### config.mk
export PLATFORM = sky130hd
export DESIGN_NAME = glb_psum_drain
export DESIGN_NICKNAME = d
export VERILOG_FILES = /design/src/rtl/glb_psum_drain_pkg.sv /design/src/rtl/psum_skid_fifo.sv /design/src/rtl/glb_psum_drain.sv
export SDC_FILE = /design/constraint.sdc
export NUM_CORES = 1
export LEC_CHECK = 0
export BUFFER_PORTS_ARGS = -buffer_cell sky130_fd_sc_hd__buf_2
export CAP_MARGIN = 15
export CORE_ASPECT_RATIO = 1.2
export CORE_MARGIN = 2
export CORE_UTILIZATION = 60
export CTS_CLUSTER_DIAMETER = 50
export CTS_CLUSTER_SIZE = 12
export DETAILED_ROUTE_END_ITERATION = 10
export PLACE_DENSITY = 0.81
export RECOVER_POWER = 100
export SLEW_MARGIN = 0
export SYNTH_ARGS = -nofsm -noshare
export SYNTH_HDL_FRONTEND = slang
export SYNTH_SLANG_ARGS = --single-unit
### constraint.sdc
create_clock -name clk_i -period 4.5 [get_ports clk_i]
set_clock_uncertainty 0.15 [all_clocks]
set_input_delay 0.225 -clock clk_i [delete_from_list [all_inputs] [get_ports clk_i]]
set_output_delay 0.225 -clock clk_i [all_outputs]
set_load 0.02 [all_outputs]
### src/rtl/glb_psum_drain_pkg.sv
// Shared types and constants for the psum GLB drain engine and its skid FIFO.
package glb_psum_drain_pkg;

   localparam int unsigned DataBitwidthDef = 16;
   localparam int unsigned AddrBitwidthDef = 10;

   // Read data must always find a free slot: one entry per in-flight read plus one.
   localparam int unsigned MinSkidSlack = 1;

   typedef enum logic [1:0] {
      StIdle   = 2'd0,
      StIssue  = 2'd1,
      StWait   = 2'd2,
      StFinish = 2'd3
   } drain_state_e;

   function automatic bit depth_ok(input int unsigned depth, input int unsigned lat);
      return depth >= lat + MinSkidSlack;
   endfunction

endpackage

### src/rtl/psum_skid_fifo.sv
// Synchronous FIFO with push/pop/count/full/empty; push on full is legal only with a pop.
module psum_skid_fifo #(
   parameter int unsigned Width = 16,
   parameter int unsigned Depth = 4,
   localparam int unsigned PtrW = (Depth > 1) ? $clog2(Depth) : 1,
   localparam int unsigned CntW = $clog2(Depth + 1)
) (
   input  logic             clk_i,
   input  logic             rst_ni,
   input  logic             push_i,
   input  logic [Width-1:0] wdata_i,
   input  logic             pop_i,
   output logic [Width-1:0] rdata_o,
   output logic [CntW-1:0]  count_o,
   output logic             full_o,
   output logic             empty_o
);

   logic [Width-1:0] mem_q [Depth];
   logic [PtrW-1:0]  wr_ptr_q, rd_ptr_q;
   logic [CntW-1:0]  count_q;
   logic             do_push, do_pop;

   function automatic logic [PtrW-1:0] ptr_inc(input logic [PtrW-1:0] p);
      return (p == PtrW'(Depth - 1)) ? '0 : p + 1'b1;
   endfunction

   assign empty_o = (count_q == '0);
   assign full_o  = (count_q == CntW'(Depth));
   assign do_pop  = pop_i && !empty_o;
   assign do_push = push_i && (!full_o || do_pop);
   assign rdata_o = mem_q[rd_ptr_q];
   assign count_o = count_q;

   always_ff @(posedge clk_i or negedge rst_ni) begin
      if (!rst_ni) begin
         wr_ptr_q <= '0;
         rd_ptr_q <= '0;
         count_q  <= '0;
      end else begin
         if (do_push) wr_ptr_q <= ptr_inc(wr_ptr_q);
         if (do_pop)  rd_ptr_q <= ptr_inc(rd_ptr_q);
         count_q <= count_q + CntW'(do_push) - CntW'(do_pop);
      end
   end

   always_ff @(posedge clk_i) begin
      if (do_push) mem_q[wr_ptr_q] <= wdata_i;
   end

   overflow_a: assert property (@(posedge clk_i) disable iff (!rst_ni)
      !(push_i && full_o && !pop_i))
      else $error("psum_skid_fifo overflow");

endmodule

### src/rtl/glb_psum_drain.sv
// Psum GLB reader: on start, reads a programmed address window and streams it out valid/ready.
// Optional PSUM_DRAIN_RELU_EN clamps negative words to zero at the FIFO output.
module glb_psum_drain
   import glb_psum_drain_pkg::*;
#(
   parameter int unsigned DataBitwidth = DataBitwidthDef,
   parameter int unsigned AddrBitwidth = AddrBitwidthDef,
   parameter int unsigned GlbRdLatency = 1,
   parameter int unsigned FifoDepth    = 4
) (
   input  logic                           clk_i,
   input  logic                           rst_ni,
   input  logic                           start_i,
   input  logic        [AddrBitwidth-1:0] base_addr_i,
   input  logic        [AddrBitwidth-1:0] num_words_i,
   output logic                           read_req_psum_o,
   output logic        [AddrBitwidth-1:0] r_addr_psum_o,
   input  logic signed [DataBitwidth-1:0] r_data_psum_i,
   output logic                           out_valid_o,
   input  logic                           out_ready_i,
   output logic signed [DataBitwidth-1:0] out_data_o,
   output logic                           out_last_o,
   output logic                           busy_o,
   output logic                           done_o
);

   localparam int unsigned CntW  = $clog2(FifoDepth + 1);
   localparam int unsigned InflW = $clog2(GlbRdLatency + 1);
   localparam bit          DepthOk = depth_ok(FifoDepth, GlbRdLatency);

   drain_state_e            state_q, state_d;
   logic [AddrBitwidth-1:0] base_q, base_d, num_q, num_d;
   logic [AddrBitwidth-1:0] issued_q, issued_d, accepted_q, accepted_d;
   logic [AddrBitwidth-1:0] addr_q, issue_addr;
   logic [GlbRdLatency-1:0] vld_q;
   logic [InflW-1:0]        inflight;
   logic                    req, credit_ok;

   logic                    fifo_push, fifo_pop, fifo_full, fifo_empty;
   logic [CntW-1:0]         fifo_count;
   logic [DataBitwidth-1:0] fifo_head, head_out;

   always_comb begin
      inflight = '0;
      for (int i = 0; i < GlbRdLatency; i++) inflight = inflight + InflW'(vld_q[i]);
   end

   // Reserve a FIFO slot for every read still in the GLB pipeline.
   assign credit_ok  = (32'(inflight) + 32'(fifo_count)) < FifoDepth;
   assign issue_addr = base_q + issued_q;
   assign fifo_push  = vld_q[GlbRdLatency-1];
   assign fifo_pop   = out_valid_o && out_ready_i;

   always_comb begin
      state_d    = state_q;
      base_d     = base_q;
      num_d      = num_q;
      issued_d   = issued_q;
      accepted_d = fifo_pop ? accepted_q + 1'b1 : accepted_q;
      req        = 1'b0;
      done_o     = 1'b0;
      unique case (state_q)
         StIdle: begin
            if (start_i) begin
               base_d     = base_addr_i;
               num_d      = num_words_i;
               issued_d   = '0;
               accepted_d = '0;
               state_d    = (num_words_i == '0) ? StFinish : StIssue;
            end
         end
         StIssue: begin
            if (credit_ok) begin
               req      = 1'b1;
               issued_d = issued_q + 1'b1;
               if (issued_d == num_q) state_d = StWait;
            end
         end
         StWait: begin
            if (fifo_pop && out_last_o) state_d = StFinish;
         end
         StFinish: begin
            done_o  = 1'b1;
            state_d = StIdle;
         end
      endcase
   end

   always_ff @(posedge clk_i or negedge rst_ni) begin
      if (!rst_ni) begin
         state_q    <= StIdle;
         base_q     <= '0;
         num_q      <= '0;
         issued_q   <= '0;
         accepted_q <= '0;
         addr_q     <= '0;
         vld_q      <= '0;
      end else begin
         state_q    <= state_d;
         base_q     <= base_d;
         num_q      <= num_d;
         issued_q   <= issued_d;
         accepted_q <= accepted_d;
         if (req) addr_q <= issue_addr;
         vld_q[0] <= req;
         for (int i = 1; i < GlbRdLatency; i++) vld_q[i] <= vld_q[i-1];
      end
   end

   psum_skid_fifo #(
      .Width (DataBitwidth),
      .Depth (FifoDepth)
   ) u_fifo (
      .clk_i   (clk_i),
      .rst_ni  (rst_ni),
      .push_i  (fifo_push),
      .wdata_i (r_data_psum_i),
      .pop_i   (fifo_pop),
      .rdata_o (fifo_head),
      .count_o (fifo_count),
      .full_o  (fifo_full),
      .empty_o (fifo_empty)
   );

`ifdef PSUM_DRAIN_RELU_EN
   assign head_out = fifo_head[DataBitwidth-1] ? '0 : fifo_head;
`else
   assign head_out = fifo_head;
`endif

   assign read_req_psum_o = req;
   assign r_addr_psum_o   = req ? issue_addr : addr_q;
   assign out_valid_o     = !fifo_empty;
   assign out_data_o      = out_valid_o ? head_out : '0;
   assign out_last_o      = out_valid_o && (accepted_q == num_q - 1'b1);
   assign busy_o          = (state_q != StIdle);

   credit_a: assert property (@(posedge clk_i) disable iff (!rst_ni)
      !(fifo_push && fifo_full && !fifo_pop))
      else $error("glb_psum_drain credit violation");

   depth_a: assert property (@(posedge clk_i) DepthOk)
      else $error("glb_psum_drain FifoDepth too small for GlbRdLatency");

endmodule

Word level (Yosys, flattened, before mapping)
Memories as Yosys holds them, arrays and structs flattened.
Cells that the tools add are included.
- input bits: 40
- output and inout port bits: 31
- bits in writable memories: 64
- memories: 1
- logic and storage cells: 70
- register bits after elaboration: 60
- memories (memory ; words ; width ; read ports ; clocked after Yosys merged registers in ; write ports ; RTL line ; text):
    u_fifo.mem_q ; 4 ; 16 ; 1 ; 0 ; 1 ; psum_skid_fifo.sv:19 ; logic [Width-1:0] mem_q [Depth];
- equality and inequality tests: 12
- reductions and logical operators: 16
- $lt $le $gt $ge: 1
- muxes and demuxes: 21
- add/subtract/negate cells: 9
- operator list (kind ; number):
    $mux W10 ; 6
    $add A10 B1 Y10 const B ; 2
    $eq A10 B10 Y1 ; 2
    $pmux W10 S2 ; 1
    $mux W16 ; 1
    $mux W2 ; 7
    $add A10 B10 Y10 ; 1
    $logic_not A10 Y1 ; 1
    $sub A10 B1 Y10 const B ; 1
    $eq A2 B2 Y1 const B ; 4
    $ne A2 B2 Y1 const B ; 4
    $pmux W2 S4 ; 1
    $logic_and A1 B1 Y1 ; 5
    $mux W1 ; 5
    $add A1 B3 Y4 ; 1
    $add A2 B1 Y2 const B ; 2
    $lt A4 B3 Y1 const B ; 1
    $reduce_and A4 Y1 ; 1
    $reduce_bool A2 Y1 ; 2
    $add A3 B1 Y3 ; 1
    $eq A3 B3 Y1 const B ; 1
    $logic_not A3 Y1 ; 1
    $reduce_and A3 Y1 ; 1
    $sub A3 B1 Y3 ; 1
    other kinds (5) ; 6

Logic depth before layout (Yosys ltp)
- word-level depth: 8
- gate-level depth with buffers: 11
- depth with buffers taken out: 10

Cells and area by module
A second synthesis with hierarchy kept.
- cell total of the unflattened synthesis: 524
- area, all modules: 6208.5 µm²
- modules (own cells, without submodules) (module ; area an instance (µm²) ; times used ; cells an instance ; sequential area each (µm²)):
    glb_psum_drain ; 3427.0 ; 1 ; 403 ; 1326.3
    psum_skid_fifo ; 2781.4 ; 1 ; 121 ; 2097.0

Worst setup path after synthesis
OpenSTA, ideal clock, no wires.
- kind: register to register
- from: reg num_q[0]
- to: reg state_q[1]
- cell stages (with the launch flop): 12
- path slack: 1870 ps
- library setup time: 126 ps
- path buffers: 2
- arrival time: 2354 ps
- data required time: 4224 ps
- cells stage by stage: dfrtp_1 -> buf_6 -> inv_1 -> ha_1 -> buf_2 -> xor3_1 -> o32ai_1 -> a221oi_1 -> a2111oi_2 -> and3_1 -> nor2b_1 -> o32a_1
- longest elaborated chain between the ends: 6
- elaborated cells on any way between the ends: 8
- RTL lines (what ; RTL line ; text):
    start: declaration ; glb_psum_drain.sv:32 ; logic [AddrBitwidth-1:0] base_q, base_d, num_q, num_d;
    start signal: assignment ; glb_psum_drain.sv:101 ; num_q <= num_d;
    $sub A10 B1 Y10 ; glb_psum_drain.sv:135 ; assign out_last_o = out_valid_o && (accepted_q == num_q - 1'b1);
    $eq A10 B10 Y1 ; glb_psum_drain.sv:135 ;
    $logic_and A1 B1 Y1 ; glb_psum_drain.sv:135 ;
    named net out_last_o ; glb_psum_drain.sv:22 ; output logic out_last_o,
    $logic_and A1 B1 Y1 ; glb_psum_drain.sv:80 ; if (fifo_pop && out_last_o) state_d = StFinish;
    $ne A2 B2 Y1 (no source line) ; -- ;
    $reduce_and A4 Y1 (no source line) ; -- ;
    end signal: assignment ; glb_psum_drain.sv:91 ; state_q <= StIdle;
    end signal: assignment ; glb_psum_drain.sv:99 ; state_q <= state_d;
    end: declaration ; glb_psum_drain.sv:31 ; drain_state_e state_q, state_d;
The timed path passes the listed nets, and every way through them passes these cells.
A chain may end at the register's enable or synchronous reset.

Worst setup path after layout
- from: reg u_fifo.count_q[1], in the netlist u_fifo.count_o[1]
- to: out r_addr_psum_o[8]
- longest elaborated chain between the ends: 5
- RTL lines (what ; RTL line ; text):
    start: declaration ; psum_skid_fifo.sv:21 ; logic [CntW-1:0] count_q;
    start signal: assignment ; psum_skid_fifo.sv:43 ; count_q <= count_q + CntW'(do_push) - CntW'(do_pop);
    $add A1 B3 Y4 ; glb_psum_drain.sv:49 ; assign credit_ok = (32'(inflight) + 32'(fifo_count)) < FifoDepth;
    $lt A4 B3 Y1 ; glb_psum_drain.sv:49 ;
    $mux W1 ; glb_psum_drain.sv:73 ; if (credit_ok) begin
    $mux W1 ; glb_psum_drain.sv:62 ; unique case (state_q)
    $mux W10 ; glb_psum_drain.sv:132 ; assign r_addr_psum_o = req ? issue_addr : addr_q;
    end: declaration ; glb_psum_drain.sv:17 ; output logic [AddrBitwidth-1:0] r_addr_psum_o,
No other way between the ends.

==> results_dict.tcl <==
set metrics [dict create \
    power_density_nw_per_um2 682 \
    fin_crit_ns 4.02 \
    drc 0 \
    p_total_mw 5.30 \
    startpoint "u_fifo.count_o[1]" \
    cp_max_fo 22 \
    hold_path_class "in2reg" \
    synth_warnings 0 \
    ioPinCount 71 \
    critPathTopFamily "simple AND/OR/NAND/NOR gates" \
    setup_viol 0 \
    antenna_found_initial 1 \
    synth_nets 654 \
    wl_per_cell_um 18.0 \
    synthFlopType "edfxtp_1" \
    worstSetupPathType "reg2out" \
    totalWireLength_um 14900 \
    required_ns 4.12 \
    grt_setup_unrepaired "false" \
    firstDrtPassIters 6 \
    postCtsHoldBufs 37 \
    hold_viol_final 0 \
    grt_overflow 0 \
    ctsLongestPathBuffers 2 \
    worstMarginPinSlew_ns 3.27 \
    antenna_left 0 \
    synth_seq_cells 124 \
    synth.distinct_cells 66 \
    vias_per_cell 5.93 \
    dp_hpwl_um 9300 \
    relSlewSlack_pct -118 \
    startpoint_type "flop" \
    period_share_pct 89.2 \
    path_buf_inv 1 \
    fmax_mhz 249 \
    die_h_um 118 \
    vdd_drop_max_uv 399 \
    clk_latency_ns 0.42 \
    cp.arrival_ns 3.64 \
    h-tree-depth 4 \
    first_global_vias 4986 \
    final_max_slew_viol_count 98 \
    coreArea_um2 10500 \
    seq_area_frac_synth_pct 52.7 \
    cts_tree "built" \
    slowest_delay_ns 0.66 \
    cpMaxStageDelayCell "or4_1" \
    synth_cells 587 \
    gp_congestion 0.903 \
    end_kind "output pin" \
    synth_edf_count 64 \
    cts_resized 0 \
    tns_ns 0 \
    netlist_area_um2 6500 \
    stdcell_count 827 \
    grt.total_usage_pct 26.7 \
    dieArea_um2 11700 \
    avgSynthCellArea_um2 11.1 \
    clk_pin_slew_worst_paths_ns 0.05 \
    async_flop_share_pct 48.4 \
    dp_cells 756 \
    rr_startpoint "u_fifo.count_o[1]" \
    via_count 4904 \
    violations "capacitance limit, slew limit" \
    cts_buffers 17 \
    grt_max_degree 61 \
    area_delta_synth_final_pct 19.6 \
    cellLeakagePower_nw 3.15 \
    path_cells "ha_1 -> o211a_1 -> o22ai_1 -> nand2_1 -> or4_1 -> nand3_1 -> clkbuf_1" \
    cts_sinks 124 \
    io_buffers 70 \
    grt_pass1_wl_um 24600 \
    post_cts_buffers 0 \
    drv_cap 2 \
    drt_iter0_markers 382 \
    drive_above_1_share_pct 11.2 \
    status "finished, violations left" \
    die_width_um 99.0 \
    clockRootBuffer "clkbuf_16" \
    nNetsFinal 751 \
    start_util_pct 61.8 \
    rows 41 \
    min-delay-start "start_i" \
]
[logic make-up (layout without fill, tap and decap cells)]
logic type / count (synthesis) / in the layout / share of synthesized area (%)
DFF: 124 / 124 / 52.7
muxes: 18 / 18 / 5.86
other: 0 / 1 / 0
and+or+nand+nor: 223 / 223 / 16.9
adders and majority gates: 27 / 27 / 5.43
buffers and inverters: 59 / 169 / 3.97
xor gates and xnor gates: 36 / 36 / 5.08
AOI/OAI and AO/OA: 100 / 100 / 10.0
[cell usage after synthesis (2+ instances only)]
cell	instances	area [um^2]
fa_1	2	40.0
nand2b_1	4	25.0
or3_1	3	18.8
o31ai_1	4	30.0
a21boi_0	2	15.0
nand2_1	91	342
nor3_1	15	75.1
o21a_1	3	22.5
a21oi_1	22	110
a21o_1	4	30.0
edfxtp_1	64	1920
xnor2_1	18	158
o211a_1	2	20.0
nand3_1	13	65.1
clkbuf_1	20	75.1
nor2b_1	3	18.8
or4_1	5	37.5
a221o_1	2	20.0
o21ai_0	34	170
and3_1	4	25.0
inv_1	25	93.8
ha_1	25	313
mux4_2	16	360
o32a_1	2	20.0
mux2i_1	2	20.0
nor3b_1	5	37.5
and2_1	23	144
xor2_1	17	149
a32oi_1	3	26.3
buf_6	3	33.8
nand3b_1	2	15.0
nand4_1	10	62.6
nor2_1	32	120
nor3_2	2	20.0
nor4_1	4	25.0
buf_2	8	40.0
o211ai_1	3	22.5
dfrtp_1	60	1500
a211oi_1	3	22.5
[metrics by stage]
step                      instance area, um^2  setup slack (ns)  hold slack (ns)  utilization [%]
final                                    7770             0.484           0.0760             73.9
after detailed placement                 6870              1.03            0.271             65.3
after global routing                     7770             0.246            0.124             73.9
after global placement                   6870              1.18            0.265             65.3
after floorplan                          6500              1.87           -0.221                -
after CTS                                7830             0.571           0.0700             74.5
[metal layers]
metal	up-vias	track usage (%)	part of all wire, %
met1	2371	33.0	40
met2	206	45.4	51
met3	27	5.82	6.0
met4	0	10.9	2.0
li1	2300	-	-
met5	-	0	0
[cell usage in the layout (no fill, tap or decap), types with 4 or more instances in the layout]
cell type	instances
buf_2	27
and2_0	6
a21oi_1	22
xnor2_1	18
ha_1	25
nor2_1	32
o31ai_1	4
nand2b_1	4
dfrtp_1	60
nor3b_1	5
and3_1	4
or4_1	5
mux4_2	16
nor4_1	4
xor2_1	17
nor3_1	15
inv_1	26
clkinvlp_4	4
nand3_1	13
nand2_1	91
nand4_1	10
edfxtp_1	64
and2_1	17
clkbuf_16	17
o21ai_0	34
dlygate4sd3_1	37
clkbuf_1	47
a21o_1	4
[worst reg2reg max path: stages, from the launching register on]
cell and delay, ns:
dfrtp_1 0.44, ha_1 0.24, o211a_1 0.25, o22ai_1 0.64, nand2_1 0.62, or4_1 0.66
nand3_1 0.13
[area by class of cell]
class                      count  area [um^2]
timing repair buffer         110          678
antenna                        1         2.50
clock inverter                14          168
fill                         702         2740
multi-input combinational    404         2810
tap                          129          161
clock buffer                  18          429
inverter                      27          101
sequential                   124         3420
[power by group]
| part | switching (mW) | internal [mW] |
|---|---|---|
| Sequential | 0.370 | 1.47 |
| Clock | 0.513 | 0.871 |
| Combinational | 1.23 | 0.847 |
[path summary, 6_finish.rpt]
check,to,slack (ns),cells past startpoint
min reg2reg,addr_q[4],0.33,2
max in group asynchronous,u_fifo.count_o[1],0.97,3
max,r_addr_psum_o[8],0.48,7
min,issued_q[0],0.08,4
min in group asynchronous,base_q[5],1.39,3
max reg2reg,addr_q[8],1.29,6
[sequential cells by signal, summed over array words and instances (netlist names)]
signal and cells:
accepted_q 10, addr_q 10, base_q 10, fifo_push 1
issued_q 10, num_q 10, state_q 2, u_fifo.count_o 3
u_fifo.mem_q 64, u_fifo.rd_ptr_q 2, u_fifo.wr_ptr_q 2
Power figures use the tool's default switching activity.
